===== src/rtl/approx_adder_pkg.sv =====
// Shared definitions for the approximate-adder error monitors.
package approx_adder_pkg;

  // Monitor FSM state encoding, kept as plain constants for legacy tools.
  typedef logic [1:0] mon_state_t;

  localparam mon_state_t ST_IDLE  = 2'd0;
  localparam mon_state_t ST_RUN   = 2'd1;
  localparam mon_state_t ST_DRAIN = 2'd2;
  localparam mon_state_t ST_DONE  = 2'd3;

  // Error distance width: an N-bit adder produces an N+1-bit result, so the
  // exact-vs-approximate distance needs N+1 bits as well.
  function automatic int ed_width(input int n);
    return n + 1;
  endfunction

endpackage


===== src/rtl/abs_diff.sv =====
// Combinational unsigned absolute difference |a - b| of two W-bit values.
module abs_diff #(
  parameter int W = 17
) (
  input  logic [W-1:0] a,
  input  logic [W-1:0] b,
  output logic [W-1:0] diff
);

  logic [W:0] w_delta;

  // One extra bit holds the borrow so the difference never wraps; a set
  // borrow means b > a and the two's-complement negation recovers b - a.
  always_comb begin
    w_delta = {1'b0, a} - {1'b0, b};
    if (w_delta[W]) begin
      diff = W'(-w_delta);
    end else begin
      diff = w_delta[W-1:0];
    end
  end

endmodule


===== src/rtl/hoeraa_error_monitor.sv =====
// Error-statistics monitor for the HOERAA approximate adder: recomputes the
// exact sum, derives the error distance and accumulates count/sum/max over
// a run of SAMPLES accepted operand pairs.
module hoeraa_error_monitor
  import approx_adder_pkg::*;
#(
  parameter int N       = 16,
  parameter int SAMPLES = 1024,
  parameter int CNT_W   = 16
) (
  input  logic                  clk,
  input  logic                  rst,
  input  logic                  start,
  input  logic                  in_valid,
  output logic                  in_ready,
  input  logic [N-1:0]          x,
  input  logic [N-1:0]          y,
  input  logic [N-1:0]          approx_s,
  input  logic                  approx_co,
  output logic                  busy,
  output logic                  done,
  output logic [CNT_W-1:0]      err_count,
  output logic [N+CNT_W:0]      ed_sum,
  output logic [N:0]            ed_max
);

  localparam int ED_W  = ed_width(N);
  localparam int SUM_W = N + 1 + CNT_W;
  localparam logic [CNT_W-1:0] LAST_CNT = CNT_W'(SAMPLES);

  // A run length of zero, or one the sample counter cannot reach, is illegal.
  if (SAMPLES < 1 || longint'(SAMPLES) > ((longint'(1) << CNT_W) - 1)) begin : g_bad_samples
    $error("hoeraa_error_monitor: SAMPLES out of range for CNT_W");
  end

  mon_state_t         r_state;
  logic               r_in_ready;
  logic               r_busy;
  logic               r_done;
  logic [CNT_W-1:0]   r_cnt;
  logic [ED_W-1:0]    r_stage_ed;
  logic               r_stage_vld;
  logic [CNT_W-1:0]   r_err_count;
  logic [SUM_W-1:0]   r_ed_sum;
  logic [ED_W-1:0]    r_ed_max;

  mon_state_t         w_next_state;
  logic               w_accept;
  logic               w_start_run;
  logic               w_last;
  logic [ED_W-1:0]    w_exact;
  logic [ED_W-1:0]    w_approx;
  logic [ED_W-1:0]    w_ed;

  assign w_exact  = {1'b0, x} + {1'b0, y};
  assign w_approx = {approx_co, approx_s};

  abs_diff #(.W(ED_W)) u_abs_diff (
    .a    (w_exact),
    .b    (w_approx),
    .diff (w_ed)
  );

  assign w_accept    = (r_state == ST_RUN) && r_in_ready && in_valid;
  assign w_start_run = start && ((r_state == ST_IDLE) || (r_state == ST_DONE));
  assign w_last      = (r_cnt + 1'b1) == LAST_CNT;

  // Next-state logic; start is only honoured when no run is in flight.
  always_comb begin
    w_next_state = r_state;
    case (r_state)
      ST_IDLE:  if (start) w_next_state = ST_RUN;
      ST_RUN:   if (w_accept && w_last) w_next_state = ST_DRAIN;
      ST_DRAIN: w_next_state = ST_DONE;
      ST_DONE:  if (start) w_next_state = ST_RUN;
      default:  w_next_state = ST_IDLE;
    endcase
  end

  // FSM, registered handshake/status flags, sample counter, ED stage and
  // accumulators. Status flags are derived from the next state so they line
  // up with the state register and never see in_valid combinationally.
  always_ff @(posedge clk) begin
    if (rst) begin
      r_state     <= ST_IDLE;
      r_in_ready  <= 1'b0;
      r_busy      <= 1'b0;
      r_done      <= 1'b0;
      r_cnt       <= '0;
      r_stage_ed  <= '0;
      r_stage_vld <= 1'b0;
      r_err_count <= '0;
      r_ed_sum    <= '0;
      r_ed_max    <= '0;
    end else begin
      r_state     <= w_next_state;
      r_in_ready  <= (w_next_state == ST_RUN);
      r_busy      <= (w_next_state == ST_RUN) || (w_next_state == ST_DRAIN);
      r_done      <= (w_next_state == ST_DONE);
      r_stage_vld <= w_accept;
      if (w_accept) begin
        r_stage_ed <= w_ed;
        r_cnt      <= r_cnt + 1'b1;
      end
      if (w_start_run) begin
        r_cnt       <= '0;
        r_err_count <= '0;
        r_ed_sum    <= '0;
        r_ed_max    <= '0;
      end else if (r_stage_vld) begin
        r_ed_sum    <= r_ed_sum + SUM_W'(r_stage_ed);
        r_err_count <= r_err_count + CNT_W'(r_stage_ed != '0);
        if (r_stage_ed > r_ed_max) begin
          r_ed_max <= r_stage_ed;
        end
      end
    end
  end

  assign in_ready  = r_in_ready;
  assign busy      = r_busy;
  assign done      = r_done;
  assign err_count = r_err_count;
  assign ed_sum    = r_ed_sum;
  assign ed_max    = r_ed_max;

endmodule


===== config.mk =====
export PLATFORM = sky130hd
export DESIGN_NAME = hoeraa_error_monitor
export DESIGN_NICKNAME = d
export VERILOG_FILES = /design/src/rtl/approx_adder_pkg.sv /design/src/rtl/abs_diff.sv /design/src/rtl/hoeraa_error_monitor.sv
export SDC_FILE = /design/constraint.sdc
export NUM_CORES = 1
export LEC_CHECK = 0
export ABC_AREA = 1
export ABC_CLOCK_PERIOD_IN_PS = 4100
export BUFFER_PORTS_ARGS = -buffer_cell sky130_fd_sc_hd__buf_2
export CAP_MARGIN = 20
export CORE_MARGIN = 4
export CORE_UTILIZATION = 59
export DETAILED_ROUTE_END_ITERATION = 16
export HOLD_SLACK_MARGIN = 0.03
export PLACE_DENSITY = 0.78
export SYNTH_ARGS = -nofsm -noshare
export SYNTH_HDL_FRONTEND = slang
export SYNTH_SLANG_ARGS = --single-unit

===== constraint.sdc =====
create_clock -name clk -period 4.1 [get_ports clk]
set_input_delay 1.23 -clock clk [delete_from_list [all_inputs] [get_ports clk]]
set_output_delay 1.23 -clock clk [all_outputs]
set_load 0.02 [all_outputs]

# Word-level counts from Yosys, hierarchy flattened

Cells that the tools add are included.

Bits in registers: 105
Bits of input ports: 53
Output and inout port bits: 69

$add $sub $neg: 6
Magnitude comparators: 1
Eq/ne operators: 7
Mux-type cells: 4
Reduce and logical (&&, ||, !) cells: 11

Operators by type and width:

| cell                    | count |
|---|---|
| $add A33 B17 Y33        | 1 |
| $sub A17 B17 Y18        | 1 |
| $add A16 B16 Y17        | 1 |
| $gt A17 B17 Y1          | 1 |
| $mux W17                | 1 |
| $neg A17 Y17            | 1 |
| $reduce_bool A17 Y1     | 1 |
| $add A16 B1 Y16         | 1 |
| $add A16 B1 Y16 const B | 1 |
| $eq A16 B11 Y1 const B  | 1 |
| $eq A2 B2 Y1 const B    | 4 |
| $pmux W2 S3             | 1 |
| $eq A2 B1 Y1 const B    | 2 |
| $logic_and A1 B1 Y1     | 4 |
| $mux W2                 | 2 |
| $reduce_or A2 Y1        | 2 |
| $logic_not A2 Y1        | 1 |
| $logic_or A1 B1 Y1      | 2 |
| $reduce_and A2 Y1       | 1 |

# Depth between registers and ports, before layout

Gate-level depths: netlist of run 1.

Word-level depth: 8
Gate-level depth with buffers: 22
Gate-level depth less buffers: 22

# Cells and area by module

Synthesis of run 1 repeated with hierarchy kept, for this count alone.

Cells, all modules: 1364
Area total of the unflattened synthesis: 8539.4 µm²

By module, submodules not included:

| module               | times used | cells an instance | area each (µm²) | seq. area each (µm²) |
|---|---|---|---|---|
| hoeraa_error_monitor | 1          | 1020              | 6816.5          | 2102.0 |
| abs_diff             | 1          | 344               | 1722.9          | 0.0 |

# Least setup slack after synthesis of run 1

Ideal clock, no wire load.

Path kind: in2reg
From: input port y[1]
To: register r_stage_ed[16]
Library setup time: 109 ps
Arrival: 3462 ps
Path slack: 529 ps
Cell stages on the path: 17
Buffers on the path: 0
Path through: inv_1 > fa_1 > fa_1 > ha_1 > inv_1 > a21oi_1 > nand3_1 > nor2_1 > nand2_1 > nor2_1 > nand3_1 > nand2_1 > nand2_1 > nand2_1 > nand3_1 > nand2_1 > inv_1

Cells in the longest elaborated chain, start to end: 4

RTL lines:

| item                 | RTL line                    | RTL |
|---|---|---|
| start, declared      | hoeraa_error_monitor.sv:17  | `input logic [N-1:0] y,` |
| $add A16 B16 Y17 (*) | hoeraa_error_monitor.sv:55  | `assign w_exact = {1'b0, x} + {1'b0, y};` |
| $sub A17 B17 Y18 (*) | abs_diff.sv:15              | `w_delta = {1'b0, a} - {1'b0, b};` |
| $neg A17 Y17         | abs_diff.sv:17              | `diff = W'(-w_delta);` |
| $mux W17 (*)         | abs_diff.sv:16              | `if (w_delta[W]) begin` |
| end signal, assigned | hoeraa_error_monitor.sv:102 | `r_stage_ed <= w_ed;` |
| end, declared        | hoeraa_error_monitor.sv:41  | `logic [ED_W-1:0] r_stage_ed;` |

Every way passes the cells marked *; elsewhere a longest branch is shown, timed or not.
A chain may end at the register's enable or synchronous reset.

# Final worst setup path of run 1

From: input port y[6]
To: register r_stage_ed[3]

Cells in the longest elaborated chain, start to end: 3

RTL lines:

| item             | RTL line |
|---|---|
| $add A16 B16 Y17 | hoeraa_error_monitor.sv:55 |
| $sub A17 B17 Y18 | abs_diff.sv:15 |
| $mux W17         | abs_diff.sv:16 |

Every way passes these cells.

==> flow_metrics.tcl, run 1 <==
set metrics [dict create \
    cp-start-kind "primary input" \
    vdd_ir_drop_max_mv 0.245 \
    synthDistinctLibCells 48 \
    yosys-top-cells-area "dfxtp_1, nand2_1, inv_1" \
    fin_crit_ns 3.65 \
    dp.final_hpwl_mm 15.9 \
    cp_data_required_time_ns 4.35 \
    synth_cells 1324 \
    seq_area_frac_synth_pct 25.3 \
    finalPower_mw 3.18 \
    post_cts_resize_count 0 \
    grt_pass1_wl_mm 34.0 \
    endpoint_kind "register" \
    max-cap-violations 0 \
    wl_per_cell_um 12.2 \
    cts_buffers 9 \
    syn_avg_cell_area_um2 6.26 \
    grt_pass1_vias 7830 \
    slew_viol_final 0 \
    min_path_type "register to register" \
    fin_worst_skew_ns 0.00515 \
    syn-num-nets 1455 \
    die_w_um 127 \
    cts_tree "built" \
    p_leak_nw 5.06 \
    cp_num_cells 17 \
    fmax_mhz 274 \
    drive_above_1_share_pct 12.1 \
    multi_input_area_um2 5060 \
    place_ws_ns 0.0862 \
    r2r_cells 11 \
    maxSlewHeadroom_pct 45.5 \
    path_clk_slew_ns 0.07 \
    grtUsageTotal_pct 25.1 \
    clkLatencyLatePin_ns 0.35 \
    cts_setup_buffers 0 \
    drc 0 \
    critical_path_class "primary input to register" \
    yosys_register_bits 105 \
    first_iter_violations 571 \
    met2_length_mm 9.72 \
    core-area_um2 13800 \
    crit_arrival_ns 3.90 \
    dr_wl_met3_mm 1.06 \
    cts_root_buf "clkbuf_16" \
    setup_viol 0 \
    synth_edf_count 0 \
    vias_per_cell 5.14 \
    r2r_end "ed_sum[30]$_SDFFE_PP0P_" \
    place_congestion 0.953 \
    async_reset_ff_share_pct 0 \
    grt_antenna_before_repair 0 \
    cts_num_sinks 105 \
    crit_path_end "r_stage_ed[3]$_SDFFE_PP0P_" \
    antennaDiodeCount 0 \
    ant_nets 0 \
    place_area_um2 9060 \
    vias 8325 \
    worst_pin_slew_ns 0.815 \
    yosys.area.top_type_share_pct 25.3 \
    clk_path_buf_depth 2 \
    crit_chain "buf_2 > inv_1 > fa_1 > inv_1 > ha_1 > nand2_1 > nand2_1 > a21oi_2 > nand2_2 > nand2_2 > nand2_2 > a21oi_4 > inv_4 > nor2_1 > xnor2_1 > o21ai_1 > inv_1" \
    cts_hold_buf 0 \
    rrSetupSlack_ns 1.39 \
    crit_path_max_incr_delay_ns 0.52 \
    slowest_stage "fa_1" \
    critical_path.startpoint "y[6]" \
    pin_count 122 \
    grt-ovfl-total 0 \
    path_max_fanout 15 \
    critPathBufInv 5 \
    drt-met1-wl_mm 8.52 \
    fin_crit_sh_pct 89.0 \
    path_delay_family "adder cells" \
    fillers 1305 \
    finalNetCount 1567 \
    dr.pass1.iters 5 \
    hold_viol 0 \
    regArea_um2 2100 \
    grt_start_max_net_pins 44 \
    yosysTopAreaCell "dfxtp_1" \
    yosys_warnings 0 \
    die_area_um2 16000 \
    area_growth_pct 12.7 \
    r2r-start "r_stage_ed[0]$_SDFFE_PP0P_" \
    ys.flop_type "dfxtp_1" \
    fin_ws_ns 0.452 \
    powerDensity_nw_per_um2 340 \
    htree_levels 3 \
    top_layer "met4" \
    io_buffers 121 \
    tns_ns 0 \
    rsz0062_at_grt "false" \
    synth_area_um2 8290 \
    start_util_pct 60.0 \
    finalInstanceArea_um2 9340 \
    fp.dieH_um 127 \
    wirelength_mm 19.7 \
    row_count 43 \
    outcome "finished, final reports clean" \
]
==> cells by family after synthesis <==
logic type	count (synthesis)	share of synthesized area [%]
XOR/XNOR	32	3.38
AO/OA/AOI/OAI	177	11.8
adder cells (fa/ha/maj)	78	13.3
flip-flops	105	25.3
buffers and inverters	298	13.7
AND/OR/NAND/NOR	634	32.5
==> cell usage after synthesis, types with 2 or more instances <==
cell,count
nand2_2,8
o21a_1,7
inv_1,267
buf_1,2
o21ai_0,56
xor2_1,23
xnor2_1,9
inv_2,3
nand2_1,304
nor3b_1,3
nand3_1,93
and3_1,2
clkbuf_1,22
nor2_2,4
ha_1,61
a21oi_1,88
a31oi_1,4
o211ai_1,4
or2_2,2
fa_1,17
nand4_1,18
nor2_4,2
o21ai_1,3
dfxtp_1,105
a21o_1,3
o31ai_1,2
o21ai_2,2
nor4_1,4
and2_1,5
nor3_2,3
nor2_1,160
nor3_1,22
==> cell type report <==
| type | count | share of cell area, % |
|---|---|---|
| Multi-Input combinational cell | 921 | 54.1 |
| Sequential cell | 105 | 22.5 |
| Inverter | 271 | 10.9 |
| Timing Repair Buffer | 128 | 7.04 |
| Clock buffer | 9 | 2.41 |
| Tap cell | 180 | 2.41 |
| Clock inverter | 7 | 0.589 |
==> layout by cell type, fill, tap and decap left out, types with 4 or more instances in the layout <==
cell,instances
xor2_1,23
a21oi_1,88
dfxtp_1,105
buf_4,7
buf_2,121
nor3_1,22
xnor2_1,9
nand2_1,304
nor2_2,4
nand2_2,8
nor2_1,160
a31oi_1,4
nand3_1,93
clkbuf_16,9
ha_1,61
o211ai_1,4
fa_1,17
nand4_1,18
nor4_1,4
and2_1,5
o21ai_0,56
o21a_1,7
inv_1,267
==> how the worst min path moves through the flow <==
stage	slack (ns)	startpoint	cells past startpoint	endpoint
floorplan	0.48	r_stage_ed[1]$_SDFFE_PP0P_	2	r_stage_ed[1]$_SDFFE_PP0P_
global placement	0.47	err_count[10]$_SDFFE_PP0P_	2	err_count[10]$_SDFFE_PP0P_
detailed placement	0.47	err_count[10]$_SDFFE_PP0P_	2	err_count[10]$_SDFFE_PP0P_
CTS	0.48	err_count[10]$_SDFFE_PP0P_	2	err_count[10]$_SDFFE_PP0P_
global route	0.53	err_count[10]$_SDFFE_PP0P_	2	err_count[10]$_SDFFE_PP0P_
finish	0.49	ed_sum[0]$_SDFFE_PP0P_	2	ed_sum[0]$_SDFFE_PP0P_
==> routing by layer <==
layer,global-route usage [%],vias to the layer above
met4,8.01,0
met1,30.3,3703
met2,45.2,224
li1,-,4360
met5,0,-
met3,4.13,38
==> state kept, by name, summed over array words and instances (netlist names) <==
name         cells
ed_sum          33
ed_max          17
r_stage_ed      17
err_count       16
r_cnt           16
r_state          2
busy             1
done             1
in_ready         1
r_stage_vld      1
==> report_power, final <==
part	switching (mW)	internal [mW]	total, mW
Clock	0.409	0.419	0.827
Combinational	0.832	0.419	1.25
Sequential	0.0375	1.06	1.10
==> worst register-to-register path: stages, from the launching register on <==
cell and delay [ns]:
dfxtp_1 0.38, ha_1 0.16, inv_1 0.07, fa_1 0.43, o21ai_2 0.24, a21boi_0 0.20
o21ai_0 0.44, nand2_1 0.10, nand2_1 0.19, nand4_1 0.16, o21ai_0 0.19, nor2_1 0.05
==> per-stage QoR <==
step	hold WS [ns]	utilization, %	instances
after floorplan	0.478	-	1324
after global placement	0.465	65.6	1605
after detailed placement	0.474	65.6	1605
after CTS	0.485	67.6	1621
after global routing	0.527	67.6	1621
final	0.486	67.6	1621
No activity file was read; power rests on OpenSTA's default activity.
==> run 2: changes to the inputs <==
- PLACE_DENSITY: 0.78 -> 0.88
==> run 2 against run 1 <==
Die area stayed put. Largest power group unchanged. Cell count is essentially flat. Critical path type unchanged. Sequential power about the same. Critical path depth is 4 higher.
==> flow_metrics.tcl, run 2 (synthesis results as in run 1) <==
set metrics [dict create \
    post_cts_resize_count 0 \
    r2r-start "r_stage_ed[0]$_SDFFE_PP0P_" \
    first_iter_violations 457 \
    clk_path_buf_depth 2 \
    htree_levels 3 \
    fin_crit_ns 3.63 \
    cts_hold_buf 0 \
    vias_per_cell 5.25 \
    vdd_ir_drop_max_mv 0.380 \
    critical_path_class "primary input to register" \
    fp.dieH_um 127 \
    fin_crit_sh_pct 88.5 \
    setup_viol 0 \
    rsz0062_at_grt "false" \
    whs_path_depth 2 \
    path_clk_slew_ns 0.07 \
    max-cap-violations 0 \
    fin_worst_skew_ns 0.0108 \
    cts_num_sinks 105 \
    layout_common_cells "nand2_1, inv_1, nor2_1" \
    wl_per_cell_um 12.4 \
    vias 8520 \
    largest_reg_flops 33 \
    grt_antenna_before_repair 0 \
    critical_path.startpoint "x[0]" \
    crit_chain "buf_2 > inv_1 > ha_1 > inv_1 > ha_1 > inv_1 > fa_1 > inv_1 > nand2_1 > a21oi_1 > nand3_1 > nor2_1 > nand2_1 > nor2_4 > nand2_1 > nor2_1 > nand2_1 > nand3_1 > nand3_1 > nand2_1 > inv_1" \
    holdWs_ns 0.488 \
    path_max_fanout 5 \
    grt_pass1_wl_mm 34.6 \
    grt_pass1_vias 8090 \
    slew_viol_final 0 \
    area_growth_pct 13.4 \
    fillers 1187 \
    dr.pass1.iters 5 \
    rrSetupSlack_ns 1.26 \
    hold_start "err_count[10]$_SDFFE_PP0P_" \
    r2r_cells 11 \
    crit_path_max_incr_delay_ns 0.40 \
    io_buffers 121 \
    dp.final_hpwl_mm 16.0 \
    cts_tree "built" \
    cp_num_cells 21 \
    die_area_um2 16000 \
    clkLatencyLatePin_ns 0.36 \
    grt-ovfl-total 0 \
    cts_buffers 9 \
    mostFrequentLayoutCell "nand2_1" \
    antennaDiodeCount 0 \
    crit_arrival_ns 3.89 \
    start_util_pct 60.0 \
    pin_count 122 \
    min_path_type "register to register" \
    tns_ns 0 \
    cp-start-kind "primary input" \
    place_congestion 0.935 \
    grtUsageTotal_pct 25.6 \
    place_ws_ns 0.130 \
    hold_viol 0 \
    grt_start_max_net_pins 45 \
    cts_setup_buffers 0 \
    cts_root_buf "clkbuf_16" \
    p_leak_nw 5.08 \
    endpoint_kind "register" \
    critPathBufInv 6 \
    drive_above_1_share_pct 12.2 \
    drc 0 \
    path_delay_family "simple AND/OR/NAND/NOR gates" \
    die_w_um 127 \
    slowest_stage "fa_1" \
    core-area_um2 13800 \
    fmax_mhz 276 \
    finalNetCount 1568 \
    powerDensity_nw_per_um2 352 \
    cp_data_required_time_ns 4.36 \
    maxSlewHeadroom_pct 45.9 \
    outcome "finished, final reports clean" \
    worst_pin_slew_ns 0.809 \
    ant_nets 0 \
    fin_ws_ns 0.473 \
    wirelength_mm 20.1 \
    row_count 43 \
]
run 2: changes by cell type in the layout (fill, tap and decap cells not counted):
cell | previous run | this run
clkbuf_8 | 0 | 1
clkinvlp_4 | 1 | 3
inv_8 | 1 | 0
clkinv_2 | 2 | 0
inv_6 | 1 | 0
bufinv_16 | 0 | 2
clkinv_4 | 2 | 1
buf_4 | 7 | 8
run 2: report_power, final:
part | switching [mW] | leakage (nW) | total (mW) | internal [mW]
Sequential | 0.0389 | 0.847 | 1.10 | 1.06
Clock | 0.400 | 0.151 | 0.953 | 0.553
Combinational | 0.837 | 4.08 | 1.26 | 0.422
Total | 1.28 | 5.08 | 3.31 | 2.04
run 2: per-stage QoR:
| stage | utilization (%) | power [mW] | std cells | area, µm² |
|---|---|---|---|---|
| floorplan | - | 2.07 | 1324 | 8290 |
| global placement | 65.6 | 2.33 | 1606 | 9070 |
| detailed placement | 65.6 | 2.37 | 1606 | 9070 |
| CTS | 68.0 | 3.32 | 1622 | 9400 |
| global route | 68.0 | 3.56 | 1622 | 9400 |
| finish | 68.0 | 3.31 | 1622 | 9400 |
run 2: path summary, 6_finish.rpt:
path	to
worst max-delay path	r_stage_ed[15]$_SDFFE_PP0P_
worst min-delay path	err_count[10]$_SDFFE_PP0P_
worst max register to register	ed_sum[30]$_SDFFE_PP0P_
worst min register to register	err_count[10]$_SDFFE_PP0P_
run 2: worst reg2reg max path: stages, from the launching register on:
cell,delay (ns)
dfxtp_1,0.39
ha_1,0.17
inv_1,0.07
fa_1,0.43
o21ai_2,0.25
a21boi_0,0.22
o21ai_0,0.50
nand2_1,0.10
nand2_1,0.20
nand4_1,0.17
o21ai_0,0.19
nor2_1,0.05
run 2: area by class of cell:
type	instances	area, µm²	share of cell area (%)
clock buffers	10	239	2.54
clock inverters	6	91.3	0.972
inverters	271	1020	10.8
multi-input cells	921	5060	53.8
flip-flops and latches	105	2100	22.4
well taps	180	225	2.40
repair buffers	129	666	7.08
run 2: per-layer routing:
| layer | track usage [%] | up-vias | wire length [µm] |
|---|---|---|---|
| met1 | 29.6 | 3815 | 8230 |
| met4 | 10.5 | 0 | 697 |
| met2 | 45.7 | 286 | 9830 |
| met3 | 5.52 | 52 | 1370 |
| met5 | 0 | - | 0 |
| li1 | - | 4367 | - |
